## src/rtl/store_aligner.sv

```systemverilog
// Store aligner: turns a byte-addressed store into one or two word-aligned
// write beats with byte masks, splitting stores that straddle a word boundary.
module store_aligner (
   input  logic        clk,
   input  logic        rst_n,
   input  logic        req_valid,
   output logic        req_ready,
   input  logic [31:0] req_addr,
   input  logic [31:0] req_data,
   input  logic [1:0]  req_size,
   output logic        mem_valid,
   input  logic        mem_ready,
   output logic [31:0] mem_addr,
   output logic [31:0] mem_wdata,
   output logic [3:0]  mem_wmask,
   output logic        mem_last,
   output logic        err
);

   typedef enum logic [1:0] {IDLE, BEAT0, BEAT1} state_t;

   state_t      state_q, state_d;
   logic        mem_valid_q, mem_valid_d;
   logic [31:0] mem_addr_q, mem_addr_d;
   logic [31:0] mem_wdata_q, mem_wdata_d;
   logic [3:0]  mem_wmask_q, mem_wmask_d;
   logic        mem_last_q, mem_last_d;
   logic        err_q, err_d;
   logic [3:0]  hi_mask_q, hi_mask_d;
   logic [31:0] hi_data_q, hi_data_d;
   logic [31:0] base_q, base_d;

   logic [1:0]  off;
   logic [3:0]  smask;
   logic [7:0]  m8;
   logic [63:0] d64;
   logic        split;
   logic        fire;
   logic        accept;

   assign fire      = mem_valid_q & mem_ready;
   assign req_ready = (state_q == IDLE) | (fire & mem_last_q);
   assign accept    = req_valid & req_ready;

   // Lane positioning of the incoming request; upper halves feed the second beat.
   always_comb begin
      off = req_addr[1:0];
      case (req_size)
         2'b00:   smask = 4'b1111;
         2'b01:   smask = 4'b0011;
         default: smask = 4'b0001;
      endcase
      m8    = {4'b0000, smask} << off;
      d64   = {32'b0, req_data} << {off, 3'b000};
      split = |m8[7:4];
   end

   always_comb begin
      state_d     = state_q;
      mem_valid_d = mem_valid_q;
      mem_addr_d  = mem_addr_q;
      mem_wdata_d = mem_wdata_q;
      mem_wmask_d = mem_wmask_q;
      mem_last_d  = mem_last_q;
      err_d       = 1'b0;
      hi_mask_d   = hi_mask_q;
      hi_data_d   = hi_data_q;
      base_d      = base_q;

      if (state_q == BEAT0 && fire && !mem_last_q) begin
         state_d     = BEAT1;
         mem_addr_d  = base_q + 32'd4;
         mem_wdata_d = hi_data_q;
         mem_wmask_d = hi_mask_q;
         mem_last_d  = 1'b1;
      end else if (accept) begin
         if (req_size == 2'b11) begin
            // Illegal size: consumed without a beat, flagged for one cycle.
            err_d       = 1'b1;
            state_d     = IDLE;
            mem_valid_d = 1'b0;
         end else begin
            state_d     = BEAT0;
            mem_valid_d = 1'b1;
            base_d      = {req_addr[31:2], 2'b00};
            hi_mask_d   = m8[7:4];
            hi_data_d   = d64[63:32];
            mem_addr_d  = {req_addr[31:2], 2'b00};
            mem_wdata_d = d64[31:0];
            mem_wmask_d = m8[3:0];
            mem_last_d  = !split;
         end
      end else if (fire) begin
         state_d     = IDLE;
         mem_valid_d = 1'b0;
      end
   end

   always_ff @(posedge clk or negedge rst_n) begin
      if (!rst_n) begin
         state_q     <= IDLE;
         mem_valid_q <= 1'b0;
         mem_addr_q  <= '0;
         mem_wdata_q <= '0;
         mem_wmask_q <= '0;
         mem_last_q  <= 1'b0;
         err_q       <= 1'b0;
         hi_mask_q   <= '0;
         hi_data_q   <= '0;
         base_q      <= '0;
      end else begin
         state_q     <= state_d;
         mem_valid_q <= mem_valid_d;
         mem_addr_q  <= mem_addr_d;
         mem_wdata_q <= mem_wdata_d;
         mem_wmask_q <= mem_wmask_d;
         mem_last_q  <= mem_last_d;
         err_q       <= err_d;
         hi_mask_q   <= hi_mask_d;
         hi_data_q   <= hi_data_d;
         base_q      <= base_d;
      end
   end

   assign mem_valid = mem_valid_q;
   assign mem_addr  = mem_addr_q;
   assign mem_wdata = mem_wdata_q;
   assign mem_wmask = mem_wmask_q;
   assign mem_last  = mem_last_q;
   assign err       = err_q;

endmodule

```

## config.mk

```make
export PLATFORM = sky130hd
export DESIGN_NAME = store_aligner
export DESIGN_NICKNAME = d
export VERILOG_FILES = /design/src/rtl/store_aligner.sv
export SDC_FILE = /design/constraint.sdc
export NUM_CORES = 1
export LEC_CHECK = 0
export CAP_MARGIN = 10
export CORE_AREA = 2 2 105 107
export CTS_CLUSTER_SIZE = 30
export DETAILED_ROUTE_END_ITERATION = 16
export DIE_AREA = 0 0 107 109
export DONT_BUFFER_PORTS = 1
export HOLD_SLACK_MARGIN = 0.15
export PLACE_DENSITY = 0.77
export SLEW_MARGIN = 40
export SYNTH_ARGS = -nofsm -noshare
export SYNTH_HDL_FRONTEND = slang
export SYNTH_SLANG_ARGS = --single-unit
export TNS_END_PERCENT = 30
```

## constraint.sdc

```tcl
create_clock -name clk -period 2.85 [get_ports clk]
set_input_delay 0.57 -clock clk [delete_from_list [all_inputs] [get_ports clk]]
set_output_delay 0.57 -clock clk [all_outputs]
set_load 0.01 [all_outputs]
```

==> qor.yml <==
clock_network:
  htree_levels: 4
  clock-root-buffer: "clkbuf_8"
  clock_path_buffers: 2
  cts_resized: 0
  clk_pin_slew_ns: 0.07
  clk_latency_ns: 0.51
  cts_setup_buffers: 0
  cts_sinks: 128
  tritoncts: "built"
  cts-buffers-inserted: 17
sta:
  fin_hold_ws_ns: -0.255
  fin_crit_ns: 2.38
  fmax_mhz: 420
  final_max_slew_viol_count: 0
  slew_headroom_pct: 42.7
  setup_slack_ns: 0.468
  setup_viol: 0
  setup_tns_ns: 0
  hold_viol: 128
  worstMarginPinSlew_ns: 0.855
  finalClockSkew_ns: 0.00864
  rsz0062_at_grt: "no"
  fin_crit_sh_pct: 83.6
synth:
  avgSynthCellArea_um2: 9.28
  ys_ff_latch: 128
  synthAdderAreaFrac_pct: 0.202
  synth_compound_area_share_pct: 14.7
  synth_edf_count: 0
  syn_inst: 666
  synth_xor_area_share_pct: 3.68
  synth_top_family_by_area: "simple AND/OR/NAND/NOR gates"
  synth_simple_gate_area_share_pct: 21.2
  yosysUniqueCellTypes: 42
  ys_seq_area_share_pct: 51.8
  yosys_warnings: 0
  synthMuxAreaShare_pct: 4.37
  syn_area_mm2: 0.00618
  synth_ff_type: "dfrtp_1"
  async_reset_ff_share_pct: 100
critical_path:
  worstSetupStartpointType: "flip-flop"
  startpoint: "mem_valid$_DFFE_PN0P_"
  ff2ff_setup_slack_ns: 0.47
  path_max_fanout: 39
  worstSetupPathType: "flip-flop to flip-flop"
  worstPathArrival_ns: 2.77
  worst-endpoint-required_ns: 3.24
  endpoint_kind: "flip-flop"
  rr_startpoint: "mem_valid$_DFFE_PN0P_"
placement:
  place_area_mm2: 0.00624
  dp_hpwl_um: 10300
  portBuffers: 0
  post-place-ws_ns: 0.421
  gp_congestion: 0.861
run_status:
  status: "finished, violations left"
  violations: "hold timing"
layout:
  fillCellCount: 869
  ff_latch_area_mm2: 0.00320
  area_growth_syn_to_layout_pct: 10.3
  layout_common_cells: "164 x nand2_1, 128 x dfrtp_1, 46 x nand3_1"
  diodes: 0
  multi_input_area_mm2: 0.00276
  drive_gt1_share_pct: 10.1
  design_area_mm2: 0.00682
  fin_util_pct: 64.3
  layout_commonest_cell: "nand2_1"
  final_nets: 720
grt:
  grt_pass1_wl_um: 24500
  grt_start_max_net_pins: 129
  track_usage_pct: 27.2
  antenna_found_initial: 0
  grt_pass1_vias: 4825
  grt_remaining_overflow: 0
floorplanning:
  core_area_mm2: 0.0106
  dieWidth_um: 107
  die-area_mm2: 0.0117
  start_util_pct: 58.3
  rows: 38
  boundaryPins: 142
  chipHeight_um: 109
route:
  drtPass1Iterations: 5
  route.detailed.drc: 0
  routedWlPerCell_um: 19.2
  vias: 4908
  ant_nets: 0
  routed_wl_um: 15400
  drt-initial-drc-count: 463
  vias_per_cell: 6.12
min_path:
  hold_path_class: "primary input to async pin"
pwr:
  power.leakage_nw: 3.12
  p_per_area_mw_per_mm2: 1070
  vdd_drop_max_mv: 0.474
run:
  maxCapViolCount: 0
## Yosys cell counts (all sizes together) (15+ instances only)
cell / instances / share of area (%)
buf: 31 / 2.6
nand3: 46 / 3.7
dfrtp: 128 / 52
a221o: 19 / 3.1
a21oi: 24 / 1.9
and3: 15 / 1.5
a22oi: 25 / 3.0
mux2: 16 / 2.9
nor2: 39 / 2.4
nand2: 164 / 10
xor2: 22 / 3.1
clkbuf: 19 / 1.2
o21ai: 43 / 3.5
## power breakdown
| part | total [mW] | leakage, nW | switching, mW | internal [mW] |
|---|---|---|---|---|
| sequential | 3.52 | 1.62 | 0.894 | 2.63 |
| combinational | 1.76 | 1.24 | 0.992 | 0.769 |
| clock | 2.01 | 0.257 | 0.842 | 1.17 |
| total | 7.30 | 3.12 | 2.73 | 4.57 |
## registers in the layout, indices dropped and copies added, names as in the netlist
register,cells
mem_addr,30
mem_wmask,4
mem_valid,1
hi_mask_q,3
state_q,2
base_q,30
mem_last,1
mem_wdata,32
err,1
hi_data_q,24
## layout make-up
cell class                 count  share of cell area (%)
clock inverter                14                    1.95
multi-input combinational    486                    40.5
timing repair buffer          13                    1.69
tap                          140                    2.57
clock buffer                  18                    6.13
sequential                   128                    47.0
inverter                       3                   0.165
## worst max-delay path, cell delays in order (launching register included)
cell and delay, ns:
dfrtp_1 0.46, nand2_1 0.17, or4b_2 1.03, and3_1 0.34
a221o_1 0.26
## per-layer routing
layer / GRT usage, % / routed length (um)
met3: 7.77 / 1270
met5: 0 / 0
met2: 44.9 / 7750
met4: 9.09 / 235
met1: 34.9 / 6150
## stage by stage
stage | power (mW) | cells
after floorplan | 4.77 | 667
after global placement | 5.18 | 768
after detailed placement | 5.30 | 768
after CTS | 7.32 | 800
after global routing | 7.76 | 802
final | 7.30 | 802
## worst paths after layout
kind | end | depth (start not counted)
min in group clk | hi_mask_q[2]$_DFFE_PN0P_ | 1
worst max register to register | mem_wdata[2]$_DFFE_PN0P_ | 4
worst min-delay path | mem_addr[11]$_DFFE_PN0P_ | 0
max in group asynchronous | base_q[20]$_DFFE_PN0P_ | 0
worst max-delay path | mem_wdata[2]$_DFFE_PN0P_ | 4
worst min register to register | hi_data_q[22]$_DFFE_PN0P_ | 2
## cell families after synthesis
family / count (synthesis)
AND/OR/NAND/NOR: 297
flip-flops: 128
AO/OA/AOI/OAI: 135
XOR/XNOR: 26
multiplexers: 25
buffers and inverters: 53
adder cells (fa/ha/maj): 1
other: 1
Power figures use the tool's default switching activity.
